File: config.mk
export PLATFORM = sky130hd
export DESIGN_NAME = alu_iter
export DESIGN_NICKNAME = d
export VERILOG_FILES = /design/src/rtl/alu_pkg.sv /design/src/rtl/alu_comb.sv /design/src/rtl/alu_iter.sv
export SDC_FILE = /design/constraint.sdc
export NUM_CORES = 1
export LEC_CHECK = 0
export CAP_MARGIN = 40
export CORE_MARGIN = 3
export CORE_UTILIZATION = 43
export CTS_BUF_LIST = sky130_fd_sc_hd__clkbuf_8
export DETAILED_ROUTE_END_ITERATION = 16
export MAX_ROUTING_LAYER = met4
export PLACE_DENSITY = 0.69
export SYNTH_ARGS = -nofsm -noshare
export SYNTH_HDL_FRONTEND = slang
export SYNTH_SLANG_ARGS = --single-unit
File: constraint.sdc
create_clock -name clk -period 2.55 [get_ports clk]
set_input_delay 0.51 -clock clk [delete_from_list [all_inputs] [get_ports clk]]
set_output_delay 0.51 -clock clk [all_outputs]
set_load 0.02 [all_outputs]
File: src/rtl/alu_pkg.sv
// Shared opcode/state encodings and small decode helpers for the iterative ALU.
package alu_pkg;

  typedef enum logic [4:0] {
    OP_ADD    = 5'd0,
    OP_SUB    = 5'd1,
    OP_AND    = 5'd2,
    OP_OR     = 5'd3,
    OP_XOR    = 5'd4,
    OP_RAND   = 5'd5,
    OP_ROR    = 5'd6,
    OP_RXOR   = 5'd7,
    OP_SHL    = 5'd8,
    OP_SHR    = 5'd9,
    OP_RSV17  = 5'd17,
    OP_PASS   = 5'd18,
    OP_RSV19  = 5'd19,
    OP_RSV20  = 5'd20,
    OP_SLT    = 5'd21,
    OP_RSV22  = 5'd22,
    OP_RSV23  = 5'd23,
    OP_RSV24  = 5'd24,
    OP_MUL    = 5'd25,
    OP_MULH   = 5'd26,
    OP_DONE   = 5'd31
  } opcode_e;

  typedef enum logic [1:0] {
    ST_IDLE = 2'd0,
    ST_RUN  = 2'd1,
    ST_DONE = 2'd2
  } state_e;

  function automatic logic is_shift(input logic [4:0] op);
    return (op == OP_SHL) || (op == OP_SHR);
  endfunction

  function automatic logic is_mul(input logic [4:0] op);
    return (op == OP_MUL) || (op == OP_MULH);
  endfunction

endpackage

File: src/rtl/alu_comb.sv
// Single-cycle datapath: arithmetic, bitwise and reduction ops on the raw operands.
module alu_comb
  import alu_pkg::*;
#(
  parameter int W = 8
) (
  input  logic [4:0]   opcode,
  input  logic [W-1:0] a,
  input  logic [W-1:0] b,
  output logic [W-1:0] res,
  output logic         carry
);

  logic [W:0] sum_s;
  logic [W:0] diff_s;

  // Select the single-cycle result; unknown opcodes (and shifts/muls) pass a through.
  always_comb begin
    sum_s  = {1'b0, a} + {1'b0, b};
    diff_s = {1'b0, a} - {1'b0, b};
    res    = a;
    carry  = 1'b0;
    case (opcode)
      OP_ADD:  begin res = sum_s[W-1:0];  carry = sum_s[W];  end
      OP_SUB:  begin res = diff_s[W-1:0]; carry = diff_s[W]; end
      OP_AND:  res = a & b;
      OP_OR:   res = a | b;
      OP_XOR:  res = a ^ b;
      OP_RAND: res = {{(W-1){1'b0}}, (&a) & (&b)};
      OP_ROR:  res = {{(W-1){1'b0}}, (|a) | (|b)};
      OP_RXOR: res = {{(W-1){1'b0}}, (^a) ^ (^b)};
      OP_PASS: res = b;
      OP_SLT:  res = {{(W-1){1'b0}}, (a < b)};
      default: begin res = a; carry = 1'b0; end
    endcase
  end

endmodule

File: src/rtl/alu_iter.sv
// Registered accumulator ALU: one-cycle logic ops, bit-serial shifts and a
// shift-add multiplier, sequenced by an IDLE/RUN/DONE controller.
module alu_iter
  import alu_pkg::*;
#(
  parameter int W   = 8,
  parameter int SHW = $clog2(W)
) (
  input  logic         clk,
  input  logic         reset,
  input  logic         start,
  input  logic [4:0]   opcode,
  input  logic [W-1:0] acc_in,
  input  logic [W-1:0] val_in,
  output logic         busy,
  output logic         done,
  output logic [W-1:0] result,
  output logic         zero,
  output logic         carry,
  output logic         neg
);

  localparam logic [1:0]   IDLE    = ST_IDLE;
  localparam logic [1:0]   RUN     = ST_RUN;
  localparam logic [1:0]   DONE    = ST_DONE;
  localparam logic [SHW:0] W_CNT   = (SHW+1)'(W);
  localparam logic [SHW:0] CNT_ONE = (SHW+1)'(1);

  logic [1:0]     state_r;
  logic [SHW:0]   cnt_r;
  logic [4:0]     op_r;
  logic [W-1:0]   work_r;
  logic [W-1:0]   mcand_r;
  logic [2*W-1:0] prod_r;
  logic [W-1:0]   result_r;
  logic           zero_r, carry_r, neg_r, busy_r, done_r;

  logic [W-1:0]   comb_res_s;
  logic           comb_carry_s;
  logic [SHW:0]   n_s;
  logic           accept_s;
  logic           go_run_s;
  logic [W:0]     psum_s;
  logic [2*W-1:0] prod_nx_s;
  logic [W-1:0]   work_nx_s;
  logic           shift_out_s;
  logic [W-1:0]   run_res_s;
  logic           run_carry_s;

  alu_comb #(.W(W)) u_comb (
    .opcode (opcode),
    .a      (acc_in),
    .b      (val_in),
    .res    (comb_res_s),
    .carry  (comb_carry_s)
  );

  // Start decode plus one iteration step of the shifter and the multiplier.
  always_comb begin
    n_s      = (val_in[SHW:0] > W_CNT) ? W_CNT : val_in[SHW:0];
    accept_s = start && (state_r != RUN);
    go_run_s = (is_shift(opcode) && (n_s != {(SHW+1){1'b0}})) || is_mul(opcode);
    // Multiplier in prod_r low half is consumed LSB-first as partial sums enter the top.
    psum_s    = {1'b0, prod_r[2*W-1:W]} + (prod_r[0] ? {1'b0, mcand_r} : {(W+1){1'b0}});
    prod_nx_s = {psum_s, prod_r[W-1:1]};
    if (op_r == OP_SHL) begin
      work_nx_s   = {work_r[W-2:0], 1'b0};
      shift_out_s = work_r[W-1];
    end else begin
      work_nx_s   = {1'b0, work_r[W-1:1]};
      shift_out_s = work_r[0];
    end
    if (op_r == OP_MUL) begin
      run_res_s   = prod_nx_s[W-1:0];
      run_carry_s = |prod_nx_s[2*W-1:W];
    end else if (op_r == OP_MULH) begin
      run_res_s   = prod_nx_s[2*W-1:W];
      run_carry_s = |prod_nx_s[W-1:0];
    end else begin
      run_res_s   = work_nx_s;
      run_carry_s = shift_out_s;
    end
  end

  // Controller, iteration registers and registered result/flags.
  always_ff @(posedge clk or posedge reset) begin
    if (reset) begin
      state_r  <= IDLE;
      cnt_r    <= {(SHW+1){1'b0}};
      op_r     <= 5'd0;
      work_r   <= {W{1'b0}};
      mcand_r  <= {W{1'b0}};
      prod_r   <= {(2*W){1'b0}};
      result_r <= {W{1'b0}};
      zero_r   <= 1'b0;
      carry_r  <= 1'b0;
      neg_r    <= 1'b0;
      busy_r   <= 1'b0;
      done_r   <= 1'b0;
    end else begin
      case (state_r)
        RUN: begin
          cnt_r  <= cnt_r - CNT_ONE;
          work_r <= work_nx_s;
          prod_r <= prod_nx_s;
          if (cnt_r == CNT_ONE) begin
            state_r  <= DONE;
            busy_r   <= 1'b0;
            done_r   <= 1'b1;
            result_r <= run_res_s;
            carry_r  <= run_carry_s;
            zero_r   <= (run_res_s == {W{1'b0}});
            neg_r    <= run_res_s[W-1];
          end else begin
            done_r <= 1'b0;
          end
        end
        IDLE, DONE: begin
          if (accept_s) begin
            op_r    <= opcode;
            work_r  <= acc_in;
            mcand_r <= val_in;
            prod_r  <= {{W{1'b0}}, acc_in};
            if (go_run_s) begin
              state_r <= RUN;
              busy_r  <= 1'b1;
              done_r  <= 1'b0;
              cnt_r   <= is_mul(opcode) ? W_CNT : n_s;
            end else begin
              state_r  <= DONE;
              done_r   <= 1'b1;
              result_r <= comb_res_s;
              carry_r  <= comb_carry_s;
              zero_r   <= (comb_res_s == {W{1'b0}});
              neg_r    <= comb_res_s[W-1];
            end
          end else begin
            state_r <= IDLE;
            done_r  <= 1'b0;
          end
        end
        default: begin
          state_r <= IDLE;
          busy_r  <= 1'b0;
          done_r  <= 1'b0;
        end
      endcase
    end
  end

  assign busy   = busy_r;
  assign done   = done_r;
  assign result = result_r;
  assign zero   = zero_r;
  assign carry  = carry_r;
  assign neg    = neg_r;

endmodule

---- Word level (Yosys, flattened, before mapping) ----
Index checks and enable logic that the tools add are counted.
storage, ports and cells
  register bits after elaboration ......... 56
  word-level logic and storage cells ...... 119
cells by class
  order comparisons ....................... 2
  bitwise logic cells ..................... 6
  muxes and demuxes ....................... 46
  add/subtract/negate cells ............... 4
  equality and inequality tests ........... 24
  reductions and logical operators ........ 25
operators with widths
  operator              count
  $pmux W8 S10          1
  $mux W8               8
  $pmux W16 S2          1
  $pmux W8 S2           2
  $reduce_or A8 Y1      4
  $eq A5 B5 Y1 const B  6
  $eq A5 B3 Y1 const B  4
  $add A8 B8 Y9         2
  $mux W1               18
  $logic_not A8 Y1      2
  $mux W16              1
  $mux W4               4
  $reduce_and A8 Y1     2
  $reduce_xor A8 Y1     2
  $eq A5 B4 Y1 const B  3
  $pmux W1 S2           6
  $eq A5 B2 Y1 const B  2
  $sub A8 B8 Y9         1
  $and A8 B8 Y8         1
  $lt A8 B8 Y1          1
  $ne A2 B2 Y1 const B  4
  $or A8 B8 Y8          1
  $pmux W4 S2           1
  $xor A8 B8 Y8         1
  22 further kinds      29

---- Depth between registers and ports, before layout ----
Gate-level depths: netlist of the first run.
  word-level depth ........................ 8
  mapped depth ............................ 12

---- Modules after synthesis ----
From an unflattened synthesis of the first run, not the netlist that was laid out.
unflattened totals
  cell total of the unflattened synthesis .. 552
  area total of the unflattened synthesis .. 4844.6 um^2
by module, submodules not included
  module    instances  cells an instance  area an instance (um^2)
  alu_iter  1          350                3294.4
  alu_comb  1          202                1550.2

---- Worst setup path after synthesis of the first run ----
No wires, ideal clock.
  path kind ............................... input -> register
  from .................................... in acc_in[0]
  to ...................................... reg zero_r (netlist: zero)
  required time ........................... 2.486 ns
  arrival ................................. 2.347 ns
  path slack .............................. 0.139 ns
  cell stages on the path ................. 12
  cells stage by stage .................... inv_1 ha_1 inv_1 fa_1 nand2b_1 a32o_1 nand2_1 o2111ai_2 nor3_1 nand4_1 nor3b_1 a211o_1
between the ends
  word-level cells in the longest chain between the ends .. 7
RTL lines
  element                                                                RTL line         RTL
  start: declaration                                                     alu_iter.sv:13   input logic [W-1:0] acc_in,
  parallel branches: the longest is 2 deep, another holds $sub A8 B8 Y9  -
  $pmux W8 S10 *                                                         alu_comb.sv:23   case (opcode)
  $logic_not A8 Y1 *                                                     alu_iter.sv:134  zero_r <= (comb_res_s == {W{1'b0}});
  $mux W1 *                                                              alu_iter.sv:124  if (go_run_s) begin
  $mux W1 *                                                              alu_iter.sv:119  if (accept_s) begin
  $pmux W1 S2 *                                                          alu_iter.sv:101  case (state_r)
  end signal: assignment                                                 alu_iter.sv:112  zero_r <= (run_res_s == {W{1'b0}});
  end signal: assignment                                                 alu_iter.sv:134
  end: declaration                                                       alu_iter.sv:36   logic zero_r, carry_r, neg_r, busy_r, done_r;
Mark *: on every way between the ends. The select of a mux whose other input is x is not followed.
A chain may end at the register's enable or synchronous reset.

---- Final worst setup path of the first run ----
  from .................................... reg prod_r[0]
  to ...................................... reg zero_r (netlist: zero)
between the ends
  word-level cells in the longest chain between the ends .. 7
RTL lines
  element                   RTL line         RTL
  start: declaration        alu_iter.sv:34   logic [2*W-1:0] prod_r;
  start signal: assignment  alu_iter.sv:93   prod_r <= {(2*W){1'b0}};
  start signal: assignment  alu_iter.sv:105  prod_r <= prod_nx_s;
  start signal: assignment  alu_iter.sv:123  prod_r <= {{W{1'b0}}, acc_in};
  $mux W8 *                 alu_iter.sv:64   psum_s = {1'b0, prod_r[2*W-1:W]} + (prod_r[0] ? {1'b0, mcand_r} : {(W+1){1'b0}});
  $add A8 B8 Y9 *           alu_iter.sv:64
  $mux W8                   alu_iter.sv:76   end else if (op_r == OP_MULH) begin
  $mux W8 *                 alu_iter.sv:73   if (op_r == OP_MUL) begin
  $logic_not A8 Y1 *        alu_iter.sv:112
  $mux W1 *                 alu_iter.sv:106  if (cnt_r == CNT_ONE) begin
  $pmux W1 S2 *             alu_iter.sv:101
Every way passes the cells marked *; elsewhere a longest branch is shown, timed or not. The select of a mux whose other input is x is not followed.

==> results of run 1 <==
[state kept, by name, indices dropped and copies added, names as in the netlist, 2 cells and up]
register,flops
cnt_r,4
result,8
work_r,8
mcand_r,8
state_r,2
prod_r,16
op_r,5
[power groups by stage]
| stage | clock network [W] | logic, W | registers [W] |
|---|---|---|---|
| after floorplan | 0 | 0.000967 | 0.00132 |
| after global placement | 0 | 0.00173 | 0.00130 |
| after detailed placement | 0 | 0.00177 | 0.00131 |
| after CTS | 0.000504 | 0.00185 | 0.00129 |
| after global routing | 0.000535 | 0.00214 | 0.00134 |
| final | 0.000505 | 0.00197 | 0.00131 |
[worst max-delay path by stage]
stage,startpoint,end,slack (ns),depth (start not counted)
global route,opcode[1],zero,-0.21,9
CTS,prod_r[0],zero,-0.05,12
floorplan,acc_in[0],zero,0.14,12
finish,prod_r[0],zero,-0.11,12
global placement,acc_in[2],zero,-0.64,12
detailed placement,acc_in[3],zero,-0.72,12
[cells by family after synthesis]
group                    after synthesis  synth area share
AO/OA/AOI/OAI                        172             0.230
buffers and inverters                 65            0.0557
AND/OR/NAND/NOR                      220             0.223
multiplexers                          17            0.0352
adder cells (fa/ha/maj)               55             0.144
XOR/XNOR                              19            0.0337
flip-flops                            55             0.278
[critical path, cell delays in order (launching register included)]
cell	delay [ns]
dfrtp_2	0.42
and2_4	0.17
ha_4	0.15
inv_4	0.04
fa_2	0.42
nor2b_4	0.15
o2111a_2	0.27
nor3_4	0.06
xnor2_2	0.24
o21ai_2	0.09
o211ai_1	0.22
nor4_2	0.09
a211o_1	0.23
[layer usage]
layer / global-route usage / vias up
li1: - / 2460
met1: 0.353 / 2570
met2: 0.457 / 190
met3: 0.0364 / 38
met4: 0.0897 / 0
met5: - / -
[area by class of cell]
class,count,area (µm²),share of cell area
tap,140,175,0.0254
clock inverter,3,20.0,0.00291
clock buffer,5,68.8,0.00999
multi-input combinational,483,3650,0.531
inverter,36,138,0.0200
timing repair buffer,175,1450,0.211
sequential,55,1380,0.200
[what timing repair did]
item | in CTS | in global routing
buffers inserted | 5 | 3
hold buffers | 0 | 0
pin swaps | 18 | 22
endpoints found under the setup margin | 12 | 11
gates resized for setup | 57 | 38
cloned | 0 | 0
[metrics by stage]
stage / TNS (ns) / cells
5_1_grt: -0.528 / 897
2_1_floorplan: 0 / 603
3_3_place_gp: -7.36 / 880
3_5_place_dp: -7.37 / 881
6_report: -0.166 / 897
4_1_cts: -0.0837 / 894
[synth_stat cells, drive strengths merged, types with 3 or more instances]
cell and n:
o211ai 5, nand3 12, and3 3, fa 3
a22oi 7, o211a 3, dfrtp 55, inv 36
nand4 7, clkbuf 11, xor2 4, nor3 15
a22o 5, mux2 3, nor4 10, nor2 42
nor2b 13, xnor2 15, ha 52, nor3b 4
a211oi 15, o21a 3, a21oi 43, a21o 4
o22ai 4, nand2b 8, o21ai 50, and2 12
nand2 84, buf 18, mux2i 14, a32oi 4
==> impl_results.md, run 1 <==
- Post-DP Area: around 0.0064 mm²
- Number of global-route vias before repair: 5300
- Worst Hold Launch: mcand_r[3]
- Global-route wire length before repair: about 28000 µm
- Detailed Route Iter0 Violations: between 400 and 500
- Chip Height: ~110 µm
- Internal power: 0.00222 W
- Row count: 38
- Die W: between 100 and 150 µm
- WHS: 0.494 ns
- #FFs+latches synth: 55
- Actual slew at the worst max-slew pin: about 0.50 ns
- Setup slack at placement: -0.724 ns
- Design Area, Final: between 0.006 and 0.007 mm²
- EDFF count, synth: 0
- Vias: roughly 5300
- Drt first pass iters: 5
- FF-to-FF setup slack: -0.11 ns
- Total Power: 0.00378 W
- Slew Limit Fails: 0
- Minimum clock period after layout: between 2 and 3 ns
- Register area share after synthesis: 0.278
- Top_reg_cell synth: dfrtp_1
- Io pins: 37
- Routed metal-1 wirelength: roughly 7400 µm
- Antenna violations before repair: 0
- DP HPWL: roughly 13000 µm
- Initial core utilization: 0.448
- Clock network power share: 0.133
- Gr usage total: 0.277
- Vias per inst: 5.86
- Synth top area share: 0.278
- Violated checks: setup timing
- Unique masters post-synth: 75
- Synthesized cell area: 0.00494 mm²
- Most frequent cells in the layout: buf_4 (130), nand2_1 (84), dfrtp_1 (54)
- DR WL met3: roughly 1000 µm
- Overflow after GRT: 0
- Hold EP: mcand_r[3]
- Port Buffers: 36
- Crit share post-route: 1.04
- Layout fillers: 970
- Net switching power: about 0.0016 W
- Worst slew margin: 0.667
- Leakage power: approximately 3.1 nW
- Clock-pin slew on the worst setup and hold paths: between 0.1 and 0.15 ns
- Comb pwr share: 0.520
- Switching Fraction: 0.413
- Post-synth ARST share: 1.00
- DRC Markers: 0
- Syn nets: around 680
- Wirelength, routed: 17400 µm
- Largest net degree at the start of global routing: 56
- Setup ws final: -0.110 ns
- Core ar.: between 0.01 and 0.015 mm²
- Layout Nets: 835
- CP Class: reg2reg
- Most common cell after layout, fill and taps aside: buf_4
- Crit path required time: about 2.8 ns
- Top routing layer in use: met4
- Max cap viols: 0
- Final ANT Viol Nets: 0
- Syn Inst Count: around 600
- Wire per inst: between 15 and 20 µm
- CTS Sinks: between 50 and 60
- Cts bufs inserted: 5
- Syn_area_per_cell: between 8 and 9 µm²
- DIE AREA: between 0.01 and 0.015 mm²
- Clock skew: just over 0.007 ns
- Area Overhead vs Synth: 39.3%
- FMAX: between 300 and 400 MHz
- Status: complete, but fails checks
- Largest cells by area after synthesis: dfrtp_1 (28%), ha_1 (13%), nand2_1 (6.4%)
- Crit start category: flip-flop
- Critical R2R Launch: prod_r[0]
- Sequential Power Share: 0.346
- R2R cell count: 12
- Antenna fix cells: 0
- Reg2reg end: zero
- Post-layout util: 0.624
- Hold Path Class: reg2reg
- CP endpoint kind: flip-flop
- Setup violators final: 2
- Worst hold stages: 2
- CTS root buf: clkbuf_8
- Share of layout cells above drive strength 1: 0.299
- Yosys Warn Count: 0
- CTS max path bufs: 2
- Worst Path Max Fanout: 4
- TritonCTS clock tree: yes
- Unrepaired setup endpoints after global routing: yes
- CP arrival: roughly 2.9 ns
- Met2 WL post-DR: 8500 µm
- Worst-Skew Late Latency: 0.32 ns
- Gpl congestion: approximately 1.0
- VDD IR max: 0.000441 V
- Final-report hold violation count: 0
- Cell area power density: between 500 and 600 mW/mm²
- H-tree lvl count: 2
- Dominant cell type by area after synthesis: dfrtp_1
Note: power is estimated with default switching activity, not from simulation.
==> inputs of run 2 (changes only) <==
--- a/config.mk
+++ b/config.mk
@@ -12,6 +12,7 @@
 export DETAILED_ROUTE_END_ITERATION = 16
 export MAX_ROUTING_LAYER = met4
 export PLACE_DENSITY = 0.69
+export REMOVE_ABC_BUFFERS = 1
 export SYNTH_ARGS = -nofsm -noshare
 export SYNTH_HDL_FRONTEND = slang
 export SYNTH_SLANG_ARGS = --single-unit
==> run 2 against run 1 <==
  * The run still ends with setup timing left
  * Non-clock buffer count is 7 higher
  * Core utilization is 0.64 points higher
  * First-iteration DRC count is 13% higher
  * Routed wire length is 7.2% lower
  * Die area stayed put
  * Maximum frequency is 2.4% higher
  * Sequential power hardly changed
  * Cell area is 1.0% higher
  * Flip-flop and latch count stayed put
  * Cell count is 0.67% higher
  * Via count is 1.2% lower
  * Count of clock-buffer cells in the layout stayed put
  * Largest cell class unchanged
==> impl_results.md, run 2 (synthesis results as in run 1) <==
- Wirelength, routed: 16200 µm (-7.2%)
- Layout Nets: 842 (+0.84%)
- Hold EP: mcand_r[7]
- Antenna violations before repair: 0 (unchanged)
- Wire per inst: 17.9 µm (-7.9%)
- Hold Buf Count CTS: 0 (unchanged)
- Post-layout util: 0.631 (+0.00635)
- CP endpoint kind: flip-flop
- Hold Path Class: reg2reg
- Setup violators final: 3 (+1)
- Comb pwr share: 0.512 (-0.008)
- Crit start category: flip-flop
- Largest net degree at the start of global routing: 56 (unchanged)
- CP arrival: 2.80 ns (-0.08 ns)
- TritonCTS clock tree: yes
- Area Overhead vs Synth: 40.8%
- Reg area: 0.00138 mm² (about the same)
- Setup slack at placement: -0.598 ns (+0.126 ns)
- Overflow after GRT: 0 (unchanged)
- Cts bufs inserted: 5 (unchanged)
- Initial core utilization: 0.448 (unchanged)
- Layout fillers: 948 (-2.3%)
- Max reg flops: 16 (unchanged)
- Vias per inst: 5.75 (-1.9%)
- Minimum clock period after layout: 2.60 ns (-0.0611 ns)
- Clock-pin slew on the worst setup and hold paths: 0.09 ns (-0.02 ns)
- Global-route wire length before repair: 26400 µm (-4.9%)
- Reg2reg end: carry
- Internal power: 0.00232 W (+4.6%)
- Critical R2R Launch: prod_r[0]
- Core ar.: 0.0110 mm² (unchanged)
- Final-report hold violation count: 0 (unchanged)
- DIE AREA: 0.0128 mm² (unchanged)
- Most common cell after layout, fill and taps aside: buf_4
- FMAX: 385 MHz (+2.4%)
- Max cap viols: 0 (unchanged)
- Fin cells: 903 (+0.67%)
- Largest Register: prod_r
- Sequential Power Share: 0.341 (-0.005)
- VDD IR max: 0.000524 V (+19%)
- Multi-input gate area: 0.00369 mm² (+0.89%)
- Violated checks: setup timing
- Share of layout cells above drive strength 1: 0.318 (+0.0199)
- Antenna fix cells: 0 (unchanged)
- FF-to-FF setup slack: -0.05 ns (+0.06 ns)
- Number of global-route vias before repair: 5174 (-2.4%)
- Most frequent cells in the layout: buf_4 (140), nand2_1 (83), dfrtp_1 (55)
- DP HPWL: 12600 µm (-5.4%)
- CTS root buf: clkbuf_8
- Final ANT Viol Nets: 0 (unchanged)
- Gpl congestion: 0.946 (-7.6%)
- Cell area power density: 551 mW/mm² (+0.24%)
- Row count: 38 (unchanged)
- H-tree lvl count: 2 (unchanged)
- CTS Sinks: 55 (unchanged)
- Switching Fraction: 0.394 (-0.0193)
- Drt first pass iters: 5 (unchanged)
- Detailed Route Iter0 Violations: 514 (+13%)
- Clock skew: 0.00561 ns (-0.00149 ns)
- Setup ws final: -0.0492 ns (+0.0611 ns)
- Worst Hold Launch: mcand_r[7]
- DRC Markers: 0 (unchanged)
- Clock network power share: 0.147 (+0.014)
- Status: complete, but fails checks
- Placed cell count: 882 (+0.11%)
- Crit share post-route: 1.02 (-0.0240)
- Worst Path Max Fanout: 3 (-1)
- CTS max path bufs: 2 (unchanged)
- R2R cell count: 13 (+1)
- Chip Height: 113 µm (unchanged)
- Worst hold stages: 2 (unchanged)
- Crit path required time: 2.76 ns (about the same)
- Io pins: 37 (unchanged)
- WHS: 0.484 ns (-0.0102 ns)
- Net switching power: 0.00151 W (-3.5%)
- Total Power: 0.00383 W (+1.3%)
- Vias: 5193 (-1.2%)
- Slew Limit Fails: 0 (unchanged)
- Worst-Skew Late Latency: 0.31 ns (about the same)
- Port Buffers: 36 (unchanged)
- CP Class: reg2reg
- Leakage power: 3.19 nW (+1.6%)
- Unrepaired setup endpoints after global routing: yes
- Die W: 113 µm (unchanged)
- Actual slew at the worst max-slew pin: 0.455 ns (-0.0431 ns)
- Gr usage total: 0.262 (-0.0151)
- Worst slew margin: 0.696 (+0.0293)
==> run 2: changes by cell type in the layout (fill, tap and decap cells not counted), sizes merged <==
cell           change
dlymetal6s2s       +1
buf                +7
clkinvlp           -2
clkinv             -1
clkdlybuf4s15      -1
bufinv             +1
clkdlybuf4s50      +1
inv                +1
dlygate4sd2        -1
==> run 2: final cells by class <==
class,count,share of cell area
Timing Repair Buffer,182,0.213
Multi-Input combinational cell,483,0.530
Inverter,36,0.0194
Sequential cell,55,0.198
Clock inverter,2,0.00486
Clock buffer,5,0.00989
Tap cell,140,0.0252
==> run 2: worst max-delay path, stage by stage, from the launching register on <==
cell and delay (ns):
dfrtp_1 0.42, and2_1 0.18, ha_2 0.19, buf_4 0.14
buf_4 0.12, a211oi_2 0.20, buf_4 0.15, o21ai_1 0.07
o21ai_1 0.10, xnor2_1 0.13, nand4b_1 0.22, o41ai_2 0.32
nand3_1 0.13, o211a_1 0.13
==> run 2: through the flow <==
| step | TNS, ns | instance area, µm² |
|---|---|---|
| after global routing | -0.631 | 6960 |
| after detailed placement | -6.36 | 6340 |
| after global placement | -5.39 | 6340 |
| after CTS | -0.00604 | 6800 |
| after floorplan | -0.0594 | 4800 |
| final | -0.111 | 6960 |
==> run 2: repair_timing <==
item | 4_1_cts | 5_1_grt
cloned | 0 | 0
endpoints found under the hold margin | 0 | 0
resized for setup | 71 | 36
pin swaps | 26 | 19
setup endpoints to repair | 11 | 10
setup buffers | 10 | 4
==> run 2: power by group through the flow <==
stage               logic, W  clock network [W]  registers (W)
finish               0.00196           0.000562        0.00131
floorplan           0.000882                  0        0.00135
detailed placement   0.00175                  0        0.00131
CTS                  0.00186           0.000566        0.00130
global placement     0.00172                  0        0.00130
global route         0.00213           0.000601        0.00134
==> run 2: routing by layer <==
metal  GRT usage  vias to the layer above  part of all wire
met1       0.340                     2490              0.44
met5           -                        -                 0
met4       0.106                        0             0.032
met3      0.0203                       39             0.049
li1            -                     2477                 -
met2       0.426                      187              0.48
==> run 2: worst max-delay path by stage <==
stage | from | endpoint | slack (ns) | depth (start not counted)
global route | prod_r[0] | carry | -0.16 | 13
detailed placement | acc_in[3] | zero | -0.60 | 11
finish | prod_r[0] | carry | -0.05 | 13
floorplan | state_r[0] | zero | -0.06 | 7
CTS | prod_r[0] | zero | -0.006 | 12
global placement | acc_in[3] | zero | -0.57 | 12
